**config.mk**
```make
export PLATFORM = sky130hd
export DESIGN_NAME = vm_input_conditioner_flat
export DESIGN_NICKNAME = d
export VERILOG_FILES = /design/src/rtl/vm_input_conditioner_if.sv /design/src/rtl/vm_input_conditioner.sv /design/src/flat_wrapper.sv
export SDC_FILE = /design/constraint.sdc
export NUM_CORES = 1
export LEC_CHECK = 0
export CAP_MARGIN = 40
export CORE_ASPECT_RATIO = 1.2
export CORE_UTILIZATION = 45
export CTS_CLUSTER_DIAMETER = 40
export DETAILED_ROUTE_END_ITERATION = 8
export SYNTH_ARGS = -nofsm -noshare
export SYNTH_HDL_FRONTEND = slang
export SYNTH_SLANG_ARGS = --single-unit
```
**constraint.sdc**
```tcl
create_clock -name clk -period 2.1 [get_ports clk]
set_input_delay 0.315 -clock clk [delete_from_list [all_inputs] [get_ports clk]]
set_output_delay 0.315 -clock clk [all_outputs]
set_load 0.02 [all_outputs]
```
**src/rtl/vm_input_conditioner_if.sv**
```systemverilog
// vm_input_conditioner_if: raw board pins in, conditioned key/switch levels and pulses out
interface vm_input_conditioner_if #(
    parameter int N_KEYS = 4,
    parameter int N_SW   = 8
);
    logic [N_KEYS-1:0] key_n;
    logic [N_KEYS-1:0] key_level;
    logic [N_KEYS-1:0] key_press;
    logic [N_KEYS-1:0] key_release;
    logic [N_SW-1:0]   sw;
    logic [N_SW-1:0]   sw_level;
    logic [N_SW-1:0]   sw_rise;
    logic [N_SW-1:0]   sw_fall;

    modport master (
        output key_n, sw,
        input  key_level, key_press, key_release, sw_level, sw_rise, sw_fall
    );

    modport slave (
        input  key_n, sw,
        output key_level, key_press, key_release, sw_level, sw_rise, sw_fall
    );
endinterface

```
**src/rtl/vm_input_conditioner.sv**
```systemverilog
// vm_input_conditioner: synchronise and debounce pushbuttons and slide switches into levels and one-cycle pulses
module vm_input_conditioner #(
    parameter int N_KEYS          = 4,
    parameter int N_SW            = 8,
    parameter int DEBOUNCE_CYCLES = 1000000
) (
    input  logic                   clk,
    input  logic                   rst_n,
    vm_input_conditioner_if.slave  bus_io
);
    localparam int CNT_W = $clog2(DEBOUNCE_CYCLES);
    localparam int N     = N_KEYS + N_SW;
    localparam logic [CNT_W-1:0] LAST = CNT_W'(DEBOUNCE_CYCLES - 1);

    logic [N-1:0]     s1_q, s2_q, lvl_q, lvl_d, rise_q, rise_d, fall_q, fall_d, accept;
    logic [CNT_W-1:0] cnt_q [N];
    logic [CNT_W-1:0] cnt_d [N];

    always_comb begin
        for (int i = 0; i < N; i++) begin
            accept[i] = s2_q[i] != lvl_q[i] && cnt_q[i] == LAST;
            cnt_d[i]  = (s2_q[i] == lvl_q[i] || accept[i]) ? '0 : cnt_q[i] + 1'b1;
        end
        lvl_d  = lvl_q ^ accept;
        rise_d = accept & s2_q;
        fall_d = accept & ~s2_q;
    end

    // Keys are inverted before the synchroniser so every channel uses 1 = active.
    always_ff @(posedge clk) begin
        if (!rst_n) begin
            s1_q   <= '0;
            s2_q   <= '0;
            lvl_q  <= '0;
            rise_q <= '0;
            fall_q <= '0;
            cnt_q  <= '{default: '0};
        end else begin
            s1_q   <= {bus_io.sw, ~bus_io.key_n};
            s2_q   <= s1_q;
            lvl_q  <= lvl_d;
            rise_q <= rise_d;
            fall_q <= fall_d;
            cnt_q  <= cnt_d;
        end
    end

    assign bus_io.key_level   = lvl_q[N_KEYS-1:0];
    assign bus_io.key_press   = rise_q[N_KEYS-1:0];
    assign bus_io.key_release = fall_q[N_KEYS-1:0];
    assign bus_io.sw_level    = lvl_q[N-1:N_KEYS];
    assign bus_io.sw_rise     = rise_q[N-1:N_KEYS];
    assign bus_io.sw_fall     = fall_q[N-1:N_KEYS];
endmodule
```
**src/flat_wrapper.sv**
```systemverilog
// flat-port wrapper written by rule: the top's interface ports become plain ports
module vm_input_conditioner_flat 
#(
    parameter int N_KEYS          = 4,
    parameter int N_SW            = 8,
    parameter int DEBOUNCE_CYCLES = 1000000
)
  (clk, rst_n, bus_io_key_n, bus_io_sw, bus_io_key_level, bus_io_key_press, bus_io_key_release, bus_io_sw_level, bus_io_sw_rise, bus_io_sw_fall);
  vm_input_conditioner_if #(.N_KEYS(N_KEYS), .N_SW(N_SW)) bus_io_i ();
  input  logic clk;
  input  logic rst_n;
  input wire logic [$bits(bus_io_i.key_n)-1:0] bus_io_key_n;
  input wire logic [$bits(bus_io_i.sw)-1:0] bus_io_sw;
  output wire logic [$bits(bus_io_i.key_level)-1:0] bus_io_key_level;
  output wire logic [$bits(bus_io_i.key_press)-1:0] bus_io_key_press;
  output wire logic [$bits(bus_io_i.key_release)-1:0] bus_io_key_release;
  output wire logic [$bits(bus_io_i.sw_level)-1:0] bus_io_sw_level;
  output wire logic [$bits(bus_io_i.sw_rise)-1:0] bus_io_sw_rise;
  output wire logic [$bits(bus_io_i.sw_fall)-1:0] bus_io_sw_fall;
  assign bus_io_i.key_n = bus_io_key_n;
  assign bus_io_i.sw = bus_io_sw;
  assign bus_io_key_level = bus_io_i.key_level;
  assign bus_io_key_press = bus_io_i.key_press;
  assign bus_io_key_release = bus_io_i.key_release;
  assign bus_io_sw_level = bus_io_i.sw_level;
  assign bus_io_sw_rise = bus_io_i.sw_rise;
  assign bus_io_sw_fall = bus_io_i.sw_fall;
  vm_input_conditioner #(.N_KEYS(N_KEYS), .N_SW(N_SW), .DEBOUNCE_CYCLES(DEBOUNCE_CYCLES)) u_core (.clk(clk), .rst_n(rst_n), .bus_io(bus_io_i));
endmodule
```
==> reports/metrics.csv <==
stage,metric,value,unit
pwr,power_leakage,4.77,nW
layout,drive_gt1_share,9.92,%
drt,drt_iter0_drc,375,
synth,synth_edf_count,0,
pwr,ir_drop,0.907,mV
synth,synth_top_family_by_area,simple AND/OR/NAND/NOR gates,
grt,grt_pass1_vias,9803,
timing,min_period_over_period,95.6,%
pwr,power_frac_clock,56.3,%
floorplanning,io_pins,50,
placed_design,place.gp.congestion,0.818,
cts,cts.sinks,300,
drt,totalWireLength,24.9,mm
cts,cts_tree,built,
timing,maxSlewHeadroom,65.6,%
drt,drc_errors,0,
pwr,p_switching,2.80,mW
grt,grt_usage,17.6,%
grt,grt_first_pass_wirelength,43.7,mm
setup_path,cp-start-kind,flop,
setup_path,worstSetupEndpointType,flop,
timing,fmax,498,MHz
pwr,netSwitchingFraction,20.7,%
status,status,"finished, final reports clean",
synth,syn_inst,1468,
synth,synthXorXnorAreaFrac,10.7,%
timing,slew_violations,0,
setup_path,path_cells,or4b_1 -> or4_1 -> o21bai_4 -> buf_12 -> nor2_1,
cts,htreeDepth,2,
floorplanning,dieArea,29100,sq um
drt,post_drt_wl_per_cell,12.5,microns
timing,setup-tns-final,0,ns
placed_design,dp_cells,1903,
synth,synth_compound_area_share,8.05,%
setup_path,worstPathArrival,2.42,ns
synth,ys_types,43,
synth,post_synth_and_or_nand_nor_area_fraction,29.5,%
timing,holdWs,0.158,ns
synth,synthMuxAreaShare,0,%
timing,finalSetupViolations,0,
synth,synth_fa_ha_area_share,1.18,%
pwr,powerDensity,868,nW/um^2
setup_path,crit_required,2.52,ns
pwr,internal-power,10.7,mW
timing,hold_viol,0,
layout,final_cell_mix,"dfxtp_1 (300), nor2_1 (201), xnor2_1 (104)",
cts,root_buffer,clkbuf_16,
floorplanning,die_h,187,microns
synth,synth_fp_nets,1494,
placed_design,dpl_cell_area,14000,sq um
grt,globalRouteOverflowTotal,0,
synth,synthTopCellsByArea,"dfxtp_1 (47%), xnor2_1 (7.1%), nor2_1 (5.9%)",
drt,via_count,10349,
setup_path,cp_slowest_stage_delay,0.67,ns
layout,fin_nets,1595,
grt,antenna_found_initial,0,
pwr,pwr-share-seq,42.6,%
synth,yosysWarnings,0,
floorplanning,core,27900,sq um
pwr,combinationalPowerShare,1.1,%
cts,cts_made_buffers,43,
synth,yosys_most_used_dff,dfxtp_1,
floorplanning,start_util,45.8,%
timing,worst_slew_pin_slew,0.509,ns
timing,fin_skew,0.0182,ns
pwr,fin_total_pwr,13.5,mW
run,drv_cap,0,
timing,finalWorstSetupSlack,0.0920,ns
layout,utilization,55.7,%
drt,dr.pass1.iters,4,
floorplanning,die_w,156,microns
synth,avgSynthCellArea,8.70,sq um
drt,ant_nets,0,
layout,stdcell_count,1982,
cts,clk_pin_slew,0.06,ns
hold_path,hp-class,input pin to flop,
placed_design,post-place-ws,0.0584,ns
synth,synth_top_area_share,47.0,%
cts,clockBufferDepth,3,
layout,fin_area,15500,sq um
synth,yosysSeqAreaShare,47.0,%
placed_design,dp_hpwl,16.9,mm
setup_path,path_class,flop to flop,
cts,clk-insertion-delay-late,0.53,ns
timing,period_minus_slack,2.01,ns
setup_path,crit_fanout,19,
layout,synthToLayoutAreaGrowth,21.7,%
layout,final_common_cell,dfxtp_1,
synth,synth.cell_area,12800,sq um
synth,postSynth.asyncResetShare,0,%
synth,synth.largest_area_cell,dfxtp_1,
layout,n_antenna_cell,0,
floorplanning,rows,67,
setup_path,slowest_stage,or4_1,
grt,grt_max_degree,28,
synth,ys_seq_elements,300,
placed_design,portBuffers,49,
drt,avgViaCountPerCell,5.22,
path summary, 6_finish.rpt:
path	startpoint	to	slack (ns)	cells past startpoint
worst max-delay path	u_core.cnt_q[215]$_SDFF_PP0_	u_core.cnt_q[213]$_SDFF_PP0_	0.09	5
worst min register to register	u_core.s1_q[1]$_SDFF_PN0_	u_core.s2_q[1]$_SDFF_PN0_	0.43	1
worst min-delay path	rst_n	flop	0.16	3
worst max register to register	u_core.cnt_q[215]$_SDFF_PP0_	u_core.cnt_q[213]$_SDFF_PP0_	0.09	5
cells by family after synthesis:
| family | Yosys count |
|---|---|
| xor+xnor | 156 |
| buf+inv | 115 |
| fa+ha+maj | 12 |
| flops | 300 |
| simple gates | 714 |
| compound gates | 171 |
final cells by class:
type,count,area (sq um)
repair buffers,106,951
fillers,2564,12400
multi-input cells,1053,6320
flip-flops and latches,300,6010
well taps,379,474
inverters,65,244
clock buffers,54,1220
clock inverters,25,328
sequential cells by signal (all words and copies together), names as in the netlist, named ones only:
register,flops
u_core.cnt_q,240
u_core.fall_q,12
u_core.rise_q,12
u_core.s1_q,12
u_core.s2_q,12
cell usage after synthesis (2+ instances only):
cell      count
dfxtp_1     300
nor2_1      201
xnor2_1     104
nand3_1      90
nand2_1      85
a21oi_1      79
inv_1        64
or3_1        57
xor2_1       52
nor4_1       49
nand4_1      48
o21ai_0      44
or4_1        43
clkbuf_1     36
nor3_1       32
o31ai_1      31
and2_1       28
and3_1       22
nor4b_1      18
and4_1       12
buf_2        12
ha_1         12
or2_2        10
a31o_2        5
nor2b_1       5
nor3b_1       4
o221ai_1      4
nand4b_1      2
o21a_1        2
o21bai_4      2
or3b_2        2
or4b_1        2
power by group through the flow:
stage,Clock [mW],Sequential (mW),Combinational (mW)
after floorplan,0,5.86,0.0817
after global placement,0,5.86,0.152
after detailed placement,0,5.86,0.154
after CTS,7.81,5.74,0.154
after global routing,8.09,5.74,0.168
final,7.60,5.74,0.149
repair_timing:
action / in CTS / in global routing
gates resized for setup: 0 / 3
setup endpoints to repair: 0 / 2
hold buffers: 0 / 0
endpoints found under the hold margin: 0 / 0
buffers inserted: 0 / 0
routing by layer:
metal	wire length, microns	track usage (%)	vias up
li1	-	-	5384
met1	11700	22.0	4804
met2	11700	30.0	115
met3	852	3.34	46
met4	570	5.96	0
met5	0	0	-
worst max-delay path: cells and delay by family, from the launching register on:
kind / cells / cell delay, ns
AOI/OAI and AO/OA: 1 / 0.19
buffers and inverters: 1 / 0.16
DFF: 1 / 0.33
and+or+nand+nor: 3 / 1.23
No activity file was read; power rests on OpenSTA's default activity.
